**src/rtl/relu_pool_l1_pkg.sv**
```systemverilog
// relu_pool_l1_pkg: shared widths, layer-1 geometry and the pixel max helper
package relu_pool_l1_pkg;
    localparam int CONV_W    = 16;
    localparam int PXL_W     = 8;
    localparam int BIAS_W    = 16;
    localparam int L1_W      = 30;
    localparam int L1_H      = 30;
    localparam int DEF_SHIFT = 4;

    function automatic logic [PXL_W-1:0] max_pxl(input logic [PXL_W-1:0] a, input logic [PXL_W-1:0] b);
        return (a > b) ? a : b;
    endfunction
endpackage

```
**src/rtl/relu_quant.sv**
```systemverilog
// relu_quant: bias add, ReLU, requantize by right shift and saturate to 8 bits; one register stage
module relu_quant
    import relu_pool_l1_pkg::*;
#(
    parameter int SHIFT = DEF_SHIFT
) (
    input  logic              clk,
    input  logic              reset,
    input  logic [CONV_W-1:0] pxl_in,
    input  logic              valid_in,
    input  logic [BIAS_W-1:0] bias,
    output logic [PXL_W-1:0]  q,
    output logic              valid
);
    logic signed [CONV_W:0] s;
    logic [CONV_W:0] r;
    logic [PXL_W-1:0] sat;

    // one guard bit keeps the signed sum exact
    always_comb begin
        s = $signed({pxl_in[CONV_W-1], pxl_in}) + $signed({bias[BIAS_W-1], bias});
        r = s[CONV_W] ? '0 : (CONV_W+1)'(s >>> SHIFT);
        sat = (r > (CONV_W+1)'(255)) ? '1 : r[PXL_W-1:0];
    end

    always_ff @(posedge clk) begin
        if (reset) valid <= 1'b0;
        else valid <= valid_in;
        q <= sat;
    end
endmodule

```
**src/rtl/relu_pool_l1.sv**
```systemverilog
// relu_pool_l1: bias+ReLU+requantize followed by 2x2 stride-2 max-pooling of the layer-1 conv stream
module relu_pool_l1
    import relu_pool_l1_pkg::*;
#(
    parameter int IMG_W = L1_W,
    parameter int IMG_H = L1_H,
    parameter int SHIFT = DEF_SHIFT
) (
    input  logic              clk,
    input  logic              reset,
    input  logic [CONV_W-1:0] pxl_in,
    input  logic              valid_in,
    input  logic [BIAS_W-1:0] bias,
    output logic [PXL_W-1:0]  pxl_out,
    output logic              valid_out,
    output logic              frame_done
);
    localparam int CW   = $clog2(IMG_W);
    localparam int RW   = $clog2(IMG_H);
    localparam int HALF = IMG_W / 2;
    localparam int AW   = (HALF > 1) ? $clog2(HALF) : 1;

    if ((IMG_W % 2) != 0 || IMG_W < 2 || (IMG_H % 2) != 0 || IMG_H < 2) begin : g_bad_size
        $error("relu_pool_l1: IMG_W and IMG_H must be even and >= 2");
    end

    logic [PXL_W-1:0] q, hold, top_max, win_max;
    logic [PXL_W-1:0] lbuf [HALF];
    logic             v1, last_col, last_row;
    logic [CW-1:0]    col;
    logic [RW-1:0]    row;
    logic [AW-1:0]    addr;

    relu_quant #(.SHIFT(SHIFT)) u_relu_quant (
        .clk      (clk),
        .reset    (reset),
        .pxl_in   (pxl_in),
        .valid_in (valid_in),
        .bias     (bias),
        .q        (q),
        .valid    (v1)
    );

    always_comb begin
        last_col = col == CW'(IMG_W - 1);
        last_row = row == RW'(IMG_H - 1);
        addr = AW'(col >> 1);
        top_max = max_pxl(hold, q);
        win_max = max_pxl(lbuf[addr], top_max);
    end

    always_ff @(posedge clk) begin
        if (reset) begin
            col <= '0;
            row <= '0;
            pxl_out <= '0;
            valid_out <= 1'b0;
            frame_done <= 1'b0;
        end else begin
            valid_out <= 1'b0;
            frame_done <= 1'b0;
            if (v1) begin
                col <= last_col ? '0 : col + 1'b1;
                row <= last_col ? (last_row ? '0 : row + 1'b1) : row;
                if (col[0] && row[0]) begin
                    pxl_out <= win_max;
                    valid_out <= 1'b1;
                    frame_done <= last_col && last_row;
                end
            end
        end
    end

    // even rows park the top-pair max in the line buffer until the odd row closes the window
    always_ff @(posedge clk) begin
        if (v1) begin
            if (!col[0]) hold <= q;
            else if (!row[0]) lbuf[addr] <= top_max;
        end
    end
endmodule

```
**config.mk**
```make
export PLATFORM = sky130hd
export DESIGN_NAME = relu_pool_l1
export DESIGN_NICKNAME = d
export VERILOG_FILES = /design/src/rtl/relu_pool_l1_pkg.sv /design/src/rtl/relu_quant.sv /design/src/rtl/relu_pool_l1.sv
export SDC_FILE = /design/constraint.sdc
export NUM_CORES = 1
export LEC_CHECK = 0
export CORE_ASPECT_RATIO = 1.2
export CORE_MARGIN = 4
export CORE_UTILIZATION = 55
export CTS_CLUSTER_DIAMETER = 60
export DETAILED_ROUTE_END_ITERATION = 10
export MAX_ROUTING_LAYER = met4
export PLACE_DENSITY = 0.87
export SETUP_SLACK_MARGIN = 0.15
export SLEW_MARGIN = 15
export SYNTH_ARGS = -nofsm -noshare
export SYNTH_HDL_FRONTEND = slang
export SYNTH_SLANG_ARGS = --single-unit
```
**constraint.sdc**
```tcl
create_clock -name clk -period 8.4 [get_ports clk]
set_clock_uncertainty 0.05 [all_clocks]
set_input_delay 0.84 -clock clk [delete_from_list [all_inputs] [get_ports clk]]
set_output_delay 0.84 -clock clk [all_outputs]
set_load 0.05 [all_outputs]
```
**Word level (Yosys, flattened, before mapping)**

Memory sizes are Yosys's and may differ from the RTL's. A register that Yosys moved wholly into a read port is not among the register bits.
Cells that the tools add are included.

- Bits in registers: 37
- Memory bits (writable): 120
- Output and inout port bits: 10
- Memories kept: 1

- Add/sub/neg operators: 3
- Magnitude comparators: 3
- Eq/ne operators: 2
- Muxes and demuxes: 12
- Bitwise operators: 3
- Reductions and logical operators: 7

Memories:

| name | words | bits a word | read ports | clocked after memory_dff | write ports | line | text |
|---|---|---|---|---|---|---|---|
| lbuf | 15 | 8 | 1 | 1 | 1 | relu_pool_l1.sv:28 | `logic [PXL_W-1:0] lbuf [HALF];` |

Operator list:

| kind | count |
|---|---|
| adder 16 x 16 -> 17 bit | 1 |
| > comparator 17 x 8 -> 1 bit (second input constant) | 1 |
| > comparator 8 bit | 2 |
| two-way mux 8 bit | 2 |
| two-way mux 12 bit | 1 |
| adder 5 x 1 -> 5 bit (second input constant) | 2 |
| == test 5 bit (second input constant) | 2 |
| two-way mux 5 bit | 2 |
| two-way mux 4 bit | 2 |
| AND reduction 2 bit | 3 |
| two-way mux 1 bit | 5 |
| NOT 1 bit | 3 |
| OR reduction 3 bit | 1 |
| logical AND 1 bit | 2 |
| OR reduction 2 bit | 1 |

**Logic depth before layout (Yosys ltp)**

Gate-level depths: netlist of run 1.

- Depth after elaboration: 4
- Mapped depth: 17
- Depth with buffers taken out: 14

**Modules after synthesis**

From an unflattened synthesis of run 1, not the netlist that was laid out.

- Cell total of the unflattened synthesis: 524
- Area total of the unflattened synthesis: 7,522.2 um^2

By module, submodules not included:

| module | instances | cells an instance | area each (um^2) | sequential area each (um^2) |
|---|---|---|---|---|
| relu_pool_l1 | 1 | 408 | 6,528.8 | 4,324.1 |
| relu_quant | 1 | 116 | 993.5 | 180.2 |

**Least setup slack after synthesis of run 1**

Ideal clock, no wire load.

- Path kind: register -> register
- Start point: register hold[2]
- End point: register pxl_out[1]
- Arrival: 3.411 ns
- Required time: 8.264 ns
- Setup slack: 4.854 ns
- Stages on the path, launching flop included: 17
- Buffers on the path: 3
- Clock period less this slack: 3.546 ns
- Cells stage by stage: edfxtp_1 > ha_1 > and4b_1 > a211oi_1 > o221a_2 > clkbuf_1 > o21ai_0 > nand2_1 > inv_1 > ha_1 > nand4_1 > a21oi_1 > o21ba_2 > clkbuf_1 > clkbuf_1 > a21oi_1 > a211oi_1

- Word-level cells in the longest chain between the ends: 4

RTL lines:

| what | line | text |
|---|---|---|
| start: declaration | relu_pool_l1.sv:27 | `logic [PXL_W-1:0] q, hold, top_max, win_max;` |
| start signal: assignment | relu_pool_l1.sv:77 | `if (!col[0]) hold <= q;` |
| > comparator 8 bit | relu_pool_l1_pkg.sv:11 | `return (a > b) ? a : b;` |
| two-way mux 8 bit | relu_pool_l1_pkg.sv:11 |  |
| via top_max[5] | relu_pool_l1.sv:27 |  |
| > comparator 8 bit | relu_pool_l1_pkg.sv:11 |  |
| two-way mux 8 bit | relu_pool_l1_pkg.sv:11 |  |
| end signal: assignment | relu_pool_l1.sv:66 | `pxl_out <= win_max;` |
| end: declaration | relu_pool_l1.sv:14 | `output logic [PXL_W-1:0] pxl_out,` |

The timed path passes the listed nets, and every way through them passes these cells.
A chain may end at the register's enable or synchronous reset.

**Worst setup path in the final report of run 1**

- Start point: register u_relu_quant.q[2]
- End point: register pxl_out[4]

- Word-level cells in the longest chain between the ends: 4

RTL lines:

| what | line | text |
|---|---|---|
| start: declaration | relu_quant.sv:12 | `output logic [PXL_W-1:0] q,` |
| start signal: assignment | relu_quant.sv:29 | `q <= sat;` |
| > comparator 8 bit | relu_pool_l1_pkg.sv:11 |  |
| two-way mux 8 bit | relu_pool_l1_pkg.sv:11 |  |
| via top_max[5] | relu_pool_l1.sv:27 |  |
| > comparator 8 bit | relu_pool_l1_pkg.sv:11 |  |
| two-way mux 8 bit | relu_pool_l1_pkg.sv:11 |  |

The timed path passes the listed nets, and every way through them passes these cells.

==> impl_metrics.toml, run 1 <==
[run_status]
status = "finished clean"

[clock_tree]
post_cts_buffers = 0
cts_tree = "done"
clock_latency_ns = 0.42
root_buffer = "clkbuf_16"
cts.path.max_buffers = 2
cts.sinks = 161
cts_resized = 0
h-tree-depth = 4
hold_buffers = 0
cts_inserted_buffers = 17
clkSlewWorstSetupHoldPaths_ns = 0.06

[route]
drt_iter0_markers = 577
wl_mm = 16.1
via_count = 4693
met1_length_mm = 6.14
drt_first_pass_iters = 5
highest-signal-layer = "met4"
ant_nets = 0
wl_met3_mm = 1.19
wl_per_cell_um = 21.3
post-route-drc-count = 0
drt-vias-per-instance = 6.24
dr_wl_met2_mm = 8.13

[grt]
grt_pass1_vias = 4697
grt_overflow = 0
grt_pass1_wl_mm = 25.4
gr-usage-all-layers = 0.226
grt_max_degree = 41
antenna_found_initial = 0

[layout]
antennaDiodeCount = 0
multi_input_area_sq_mm = 0.00272
fillCellCount = 855
drive_gt1_frac = 0.140
seq_area_sq_mm = 0.00451
layout_common_cells = "edfxtp_1 (128), clkdlybuf4s50_1 (44), nor2_1 (39)"
nets = 641
mostFrequentLayoutCell = "edfxtp_1"
final_util = 0.647
area_delta_synth_final_pct = 15.3

[logic_synthesis]
seq_area_frac_synth = 0.609
async_reset_ff_frac = 0
synth_cells = 526
syn_area_sq_mm = 0.00740
synth-seq-cells = 161
yosys_warnings = 0
synth_edf_count = 128
ys.flop_type = "edfxtp_1"
syn_avg_cell_area_sq_um = 14.1
ys_types = 56
synth_nets = 596

[worst_hold_path]
hold_path_class = "flip-flop to flip-flop"

[critical_path]
path_cells = "inv_1, ha_1, and4b_1, a211oi_1, o221a_2, o21ai_0, nand2_1, inv_1, ha_1, nand4_1, a21oi_1, o21ba_2, a21oi_1, a211oi_1"
crit_buf_inv = 2
crit_family = "compound AO/OA/AOI/OAI gates"
worstPathMaxFanout = 16
crit_type = "flip-flop to flip-flop"
cpMaxStageDelayCell = "nand2_1"
arrival_ns = 4.25
required_ns = 8.67
max_stage_delay_ns = 0.52
start_kind = "flip-flop"
crit_path_end_kind = "flip-flop"

[power_and_ir_drop]
p_clk_frac = 0.350
seq_power_share = 0.486
vdd_drop_max_mv = 0.197
combPwrFrac = 0.164
total_leakage_power_nw = 2.89
sw_frac_of_total = 0.275
netSwitchingPower_mw = 0.549
internal_power_mw = 1.44
power.density_mw_per_mm2 = 234

[sta]
setup_viol_count_final = 0
period_share = 0.474
worstMarginPinSlew_ns = 0.961
setup_tns_ns = 0
relSlewSlack = 0.357
rsz0062_at_grt = "false"
maxSlewViolCount = 0
hold_viol = 0
fin_crit_ns = 3.98
max_freq_ghz = 0.251

[place]
place_congestion = 0.905
dp_hpwl_mm = 10.7
port_buffers = 44

[floorplanning]
die_w_um = 114
fp.dieH_um = 135
die_area_sq_mm = 0.0154
start_util = 0.561
io-pin-count = 45
coreArea_sq_mm = 0.0132
core.rowCount = 46

[run]
cap_violations = 0
[worst register-to-register path, cell delays in order, from the launching register on]
cell and delay, ns:
dfxtp_1 0.37, inv_1 0.06, ha_1 0.32, and4b_1 0.20, a211oi_1 0.24, o221a_2 0.37
o21ai_0 0.18, nand2_1 0.52, inv_1 0.13, ha_1 0.33, nand4_1 0.12, a21oi_1 0.15
o21ba_2 0.37, a21oi_1 0.14, a211oi_1 0.32
[through the flow]
| step | setup WS, ns | hold slack (ns) | instance area, sq um | cells | power [mW] |
|---|---|---|---|---|---|
| finish | 4.42 | 0.416 | 8530 | 752 | 1.99 |
| global route | 4.09 | 0.432 | 8530 | 752 | 2.07 |
| CTS | 4.49 | 0.413 | 8530 | 752 | 1.99 |
| detailed placement | 4.62 | 0.402 | 7990 | 720 | 1.30 |
| global placement | 4.70 | 0.399 | 7990 | 720 | 1.28 |
| floorplan | 4.85 | 0.374 | 7400 | 526 | 1.20 |
[state kept, by name (all words and copies together) (netlist names), named ones only]
name                cells
lbuf                  120
frame_done              1
valid_out               1
hold                    8
u_relu_quant.valid      1
u_relu_quant.q          8
col                     5
pxl_out                 8
row                     5
[synthesized netlist by cell type (all sizes together), types with 3 or more instances]
| master | number | area (sq um) |
|---|---|---|
| xor2 | 11 | 96.3 |
| o21ai | 29 | 145 |
| ha | 35 | 438 |
| inv | 22 | 82.6 |
| a31oi | 10 | 62.6 |
| nor2b | 3 | 18.8 |
| edfxtp | 128 | 3840 |
| mux4 | 32 | 721 |
| nor3 | 6 | 30.0 |
| o211ai | 3 | 22.5 |
| o21a | 3 | 22.5 |
| clkbuf | 15 | 56.3 |
| and3 | 3 | 20.0 |
| nand3 | 9 | 45.0 |
| a211oi | 9 | 85.1 |
| or3b | 7 | 61.3 |
| nor2 | 40 | 158 |
| o31ai | 3 | 22.5 |
| dfxtp | 33 | 661 |
| nand2b | 3 | 18.8 |
| mux2i | 10 | 100 |
| and2 | 5 | 31.3 |
| buf | 7 | 37.5 |
| a21o | 11 | 83.8 |
| a211o | 4 | 35.0 |
| nand4 | 10 | 62.6 |
| nand2 | 29 | 109 |
| a21oi | 20 | 100 |
| xnor2 | 5 | 43.8 |
[cell type report]
cell class / count / share of cell area
Timing Repair Buffer: 48 / 0.0552
Inverter: 22 / 0.00968
Sequential cell: 161 / 0.529
Tap cell: 168 / 0.0246
Multi-Input combinational cell: 321 / 0.319
Clock inverter: 15 / 0.0131
Clock buffer: 17 / 0.0499
[path summary, 6_finish.rpt]
kind	to	cells past startpoint	from	slack, ns
min	hold[4]$_DFFE_PP_	0	u_relu_quant.q[4]$_SDFF_PN1_	0.42
min reg2reg	hold[4]$_DFFE_PP_	0	u_relu_quant.q[4]$_SDFF_PN1_	0.42
max reg2reg	pxl_out[4]$_SDFFE_PP0P_	14	u_relu_quant.q[2]$_SDFF_PN1_	4.42
max	pxl_out[4]$_SDFFE_PP0P_	14	u_relu_quant.q[2]$_SDFF_PN1_	4.42
[cells by family (layout without fill, tap and decap cells)]
family,count (synthesis),after routing,synth area share
AOI/OAI and AO/OA,105,105,0.0947
xor gates and xnor gates,16,16,0.0189
adders and majority gates,35,35,0.0592
buffers and inverters,44,102,0.0238
DFF,161,161,0.609
muxes,42,42,0.111
and+or+nand+nor,123,123,0.0837
[routing by layer]
layer / track usage / up-vias
met4: 0.0977 / 0
met2: 0.351 / 240
met3: 0.0524 / 52
met5: - / -
li1: - / 2127
met1: 0.286 / 2274
[power by group through the flow]
stage	logic (mW)	clock network, mW	registers (mW)
after floorplan	0.228	0	0.971
after global placement	0.294	0	0.983
after detailed placement	0.316	0	0.985
after CTS	0.320	0.705	0.969
after global routing	0.358	0.743	0.971
final	0.326	0.697	0.969
Power figures use the tool's default switching activity.
==> run 2, diff against run 1 <==
==> constraint.sdc (replaced) <==
create_clock -name clk -period 3.9 [get_ports clk]
set_clock_uncertainty 0.05 [all_clocks]
set_input_delay 0.39 -clock clk [delete_from_list [all_inputs] [get_ports clk]]
set_output_delay 0.39 -clock clk [all_outputs]
set_load 0.05 [all_outputs]
==> impl_metrics.toml, run 2 (synthesis results as in run 1) <==
[route]
post-route-drc-count = 0
drt-vias-per-instance = 6.27
drt_iter0_markers = 435
wl_mm = 16.6
via_count = 4753
ant_nets = 0
wl_per_cell_um = 21.9
drt_first_pass_iters = 5

[place]
dp_slack_ns = 0.447
port_buffers = 44
dp_hpwl_mm = 11.1
place_congestion = 0.869

[clock_tree]
hold_buffers = 0
root_buffer = "clkbuf_16"
h-tree-depth = 4
cts_resized = 0
cts.path.max_buffers = 2
post_cts_buffers = 0
clock_latency_ns = 0.42
cts.sinks = 161
cts_inserted_buffers = 17
clkSlewWorstSetupHoldPaths_ns = 0.06
cts_tree = "done"

[sta]
setup_ws_ns = 0.438
max_freq_ghz = 0.289
period_share = 0.888
hold_viol = 0
fin_crit_ns = 3.46
worstMarginPinSlew_ns = 0.898
setup_tns_ns = 0
relSlewSlack = 0.399
setup_viol_count_final = 0
maxSlewViolCount = 0
rsz0062_at_grt = "false"

[critical_path]
arrival_ns = 3.74
worstPathMaxFanout = 16
required_ns = 4.18
crit_type = "flip-flop to flip-flop"
start_kind = "flip-flop"
crit_path_end_kind = "flip-flop"

[layout]
largest_reg_flops = 120
final_util = 0.658
layout_common_cells = "edfxtp_1 (128), clkdlybuf4s50_1 (44), nor2_1 (39)"
mostFrequentLayoutCell = "edfxtp_1"
antennaDiodeCount = 0
largest_register = "lbuf"
nets = 647
fillCellCount = 871
area_delta_synth_final_pct = 17.2
drive_gt1_frac = 0.146

[power_and_ir_drop]
total_leakage_power_nw = 2.98
power.density_mw_per_mm2 = 522
vdd_drop_max_mv = 0.396

[grt]
grt_overflow = 0
antenna_found_initial = 0
grt_pass1_wl_mm = 25.8
grt_pass1_vias = 4762
gr-usage-all-layers = 0.230
grt_max_degree = 41

[run_status]
status = "finished clean"

[worst_hold_path]
hold_path_class = "flip-flop to flip-flop"

[floorplanning]
coreArea_sq_mm = 0.0132
die_w_um = 114
io-pin-count = 45
die_area_sq_mm = 0.0154
core.rowCount = 46
start_util = 0.561
fp.dieH_um = 135

[run]
cap_violations = 0
-- run 2: report_power, final --
part / leakage [nW] / total (mW) / internal, mW / switching [mW]
Sequential: 1.43 / 2.07 / 2.04 / 0.0266
Clock: 0.302 / 1.69 / 1.02 / 0.671
Combinational: 1.25 / 0.764 / 0.273 / 0.491
-- run 2: cell type report --
class,count,area (sq um),share of cell area
Multi-Input combinational cell,321,2730,0.314
Sequential cell,161,4510,0.520
Tap cell,168,210,0.0242
Inverter,22,82.6,0.00952
Clock buffer,21,483,0.0557
Timing Repair Buffer,54,541,0.0623
Clock inverter,11,125,0.0144
-- run 2: worst paths after layout --
| path | start | to | slack [ns] | depth (start not counted) |
|---|---|---|---|---|
| hold reg to reg | u_relu_quant.q[3]$_SDFF_PN1_ | hold[3]$_DFFE_PP_ | 0.42 | 0 |
| hold / removal | u_relu_quant.q[3]$_SDFF_PN1_ | hold[3]$_DFFE_PP_ | 0.42 | 0 |
| setup / recovery | hold[3]$_DFFE_PP_ | pxl_out[4]$_SDFFE_PP0P_ | 0.44 | 12 |
| setup reg to reg | hold[3]$_DFFE_PP_ | pxl_out[4]$_SDFFE_PP0P_ | 0.44 | 12 |
-- run 2: critical path: stages (launching register included) --
cell      delay, ns
edfxtp_1       0.40
ha_1           0.34
and4b_1        0.21
a211oi_1       0.06
o221a_2        0.35
or3b_1         0.45
and2_1         0.19
ha_1           0.32
nand4_1        0.17
a21oi_1        0.20
o21ba_4        0.29
a21oi_1        0.10
a211oi_1       0.25
-- run 2: layer usage --
| layer | wire [um] | vias up | part of all wire | global-route usage |
|---|---|---|---|---|
| li1 | - | 2160 | - | - |
| met1 | 5930 | 2325 | 0.36 | 0.249 |
| met2 | 9030 | 216 | 0.54 | 0.407 |
| met3 | 1050 | 52 | 0.063 | 0.0471 |
| met4 | 622 | 0 | 0.037 | 0.100 |
| met5 | 0 | - | 0 | - |
-- run 2: per-stage QoR --
| step | cells | hold WS, ns | total power, mW | cell area (sq um) |
|---|---|---|---|---|
| 4_1_cts | 758 | 0.418 | 4.53 | 8670 |
| 3_5_place_dp | 726 | 0.398 | 2.84 | 8060 |
| 5_1_grt | 758 | 0.428 | 4.69 | 8670 |
| 2_1_floorplan | 526 | 0.374 | 2.58 | 7400 |
| 6_report | 758 | 0.417 | 4.53 | 8670 |
| 3_3_place_gp | 726 | 0.385 | 2.80 | 8060 |
==> run 3, diff against run 2 <==
--- a/config.mk
+++ b/config.mk
@@ -10,6 +10,7 @@
 export CORE_UTILIZATION = 55
 export CTS_CLUSTER_DIAMETER = 60
 export DETAILED_ROUTE_END_ITERATION = 10
+export GPL_TIMING_DRIVEN = 0
 export MAX_ROUTING_LAYER = met4
 export PLACE_DENSITY = 0.87
 export SETUP_SLACK_MARGIN = 0.15
==> impl_metrics.toml, run 3 (synthesis results as in run 1) <==
[run_status]
status = "finished clean"

[route]
wl_mm = 18.3
via_count = 5040
ant_nets = 0
drt-vias-per-instance = 6.49
drt_iter0_markers = 506
wl_per_cell_um = 23.5
post-route-drc-count = 0
drt_first_pass_iters = 5

[layout]
area_delta_synth_final_pct = 20.5
layout_common_cells = "edfxtp_1 (128), clkdlybuf4s50_1 (44), nor2_1 (38)"
fillCellCount = 799
drive_gt1_frac = 0.184
multi_input_area_sq_mm = 0.00283
antennaDiodeCount = 0
seq_area_sq_mm = 0.00451
mostFrequentLayoutCell = "edfxtp_1"
largest_reg_flops = 120
nets = 665
largest_register = "lbuf"

[floorplanning]
fp.dieH_um = 135
die_area_sq_mm = 0.0154
core.rowCount = 46
die_w_um = 114
start_util = 0.561
io-pin-count = 45
coreArea_sq_mm = 0.0132

[critical_path]
arrival_ns = 4.05
start_kind = "flip-flop"
max_stage_delay_ns = 0.44
crit_family = "compound AO/OA/AOI/OAI gates"
rrSetupSlack_ns = 0.09
required_ns = 4.15
crit_buf_inv = 2
worstPathMaxFanout = 10
reg2reg_from = "hold[1]$_DFFE_PP_"
crit_path_end_kind = "flip-flop"
rr_worst_depth = 15
timing.rr.end = "pxl_out[4]$_SDFFE_PP0P_"
crit_start = "hold[1]$_DFFE_PP_"
path_cells = "ha_4, and4b_1, a211oi_2, o221a_4, buf_4, or3b_1, and2_4, ha_1, nor2b_1, o211ai_1, a21oi_2, o21ba_4, buf_4, a21oi_1, a211oi_2"
crit_type = "flip-flop to flip-flop"
cpMaxStageDelayCell = "edfxtp_1"

[grt]
grt_overflow = 0
grt_pass1_wl_mm = 27.3
grt_pass1_vias = 5067
antenna_found_initial = 0
grt_max_degree = 17
gr-usage-all-layers = 0.247

[place]
port_buffers = 44
dp_hpwl_mm = 11.3
place_congestion = 0.903

[sta]
setup_viol_count_final = 0
maxSlewViolCount = 0
period_share = 0.977
hold_viol = 0
relSlewSlack = 0.342
max_freq_ghz = 0.263
fin_crit_ns = 3.81
worstMarginPinSlew_ns = 0.983
setup_tns_ns = 0
rsz0062_at_grt = "false"

[clock_tree]
clock_latency_ns = 0.43
cts_tree = "done"
cts.sinks = 161
clkSlewWorstSetupHoldPaths_ns = 0.06
hold_buffers = 0
cts.path.max_buffers = 2
h-tree-depth = 4
root_buffer = "clkbuf_16"
cts_inserted_buffers = 17

[power_and_ir_drop]
vdd_drop_max_mv = 0.349
power_mw = 4.87
total_leakage_power_nw = 3.07
power.density_mw_per_mm2 = 546

[worst_hold_path]
hold_depth = 0
hold_path_end = "hold[5]$_DFFE_PP_"
min_from = "u_relu_quant.q[5]$_SDFF_PN1_"
hold_path_class = "flip-flop to flip-flop"

[run]
cap_violations = 0
-- run 3: cell count changes in the layout (fill, tap and decap cells not counted), moves of 3 or more --
cell,delta
clkbuf_1,+7
bufinv_16,+4
nor3_1,-4
nor3_2,+4
a211oi_1,-3
a211oi_2,+3
buf_1,+3
clkbuf_2,+3
ha_1,-3
ha_4,+3
nand2_1,-3
-- run 3: power by group --
group / leakage, nW / switching, mW / internal [mW]
combinational: 1.32 / 0.571 / 0.341
sequential: 1.43 / 0.0265 / 2.04
clock: 0.328 / 0.666 / 1.22
-- run 3: how the worst max path moves through the flow --
stage,to,slack [ns],cells after the start
finish,pxl_out[4]$_SDFFE_PP0P_,0.09,15
global route,pxl_out[2]$_SDFFE_PP0P_,0.01,15
CTS,pxl_out[4]$_SDFFE_PP0P_,0.15,16
detailed placement,pxl_out[4]$_SDFFE_PP0P_,-0.46,17
global placement,pxl_out[1]$_SDFFE_PP0P_,-0.26,17
floorplan,pxl_out[1]$_SDFFE_PP0P_,0.35,16
-- run 3: cell type report --
type,instances,share of cell area
flip-flops and latches,161,0.505
multi-input cells,321,0.317
repair buffers,51,0.0553
clock buffers,19,0.0497
clock inverters,13,0.0261
well taps,168,0.0236
plain buffers,21,0.0136
inverters,22,0.00926
-- run 3: worst reg2reg max path, stage by stage (launching register included) --
cell and delay [ns]:
edfxtp_1 0.44, ha_4 0.31, and4b_1 0.22, a211oi_2 0.06, o221a_4 0.25, buf_4 0.17
or3b_1 0.39, and2_4 0.16, ha_1 0.32, nor2b_1 0.17, o211ai_1 0.28, a21oi_2 0.12
o21ba_4 0.24, buf_4 0.17, a21oi_1 0.22, a211oi_2 0.10
-- run 3: metrics by stage --
step	area [sq um]	cells	hold slack [ns]	setup slack (ns)	utilization
3_3_place_gp	8050	738	0.397	-0.257	0.611
5_1_grt	8920	776	0.407	0.00957	0.677
6_report	8920	776	0.392	0.0916	0.677
2_1_floorplan	7400	526	0.374	0.354	-
3_5_place_dp	8060	738	0.394	-0.455	0.612
4_1_cts	8780	771	0.411	0.150	0.666
-- run 3: repair_timing --
item                       in CTS  in global routing
pin swaps                       2                  7
setup endpoints to repair       8                  8
buffers inserted                2                  5
gates resized for setup        13                 25
-- run 3: layer usage --
| metal | share of wire | up-vias | global-route usage |
|---|---|---|---|
| met5 | 0 | - | - |
| met1 | 0.34 | 2424 | 0.266 |
| met3 | 0.085 | 99 | 0.0542 |
| met2 | 0.53 | 337 | 0.435 |
| met4 | 0.053 | 0 | 0.111 |
| li1 | - | 2180 | - |
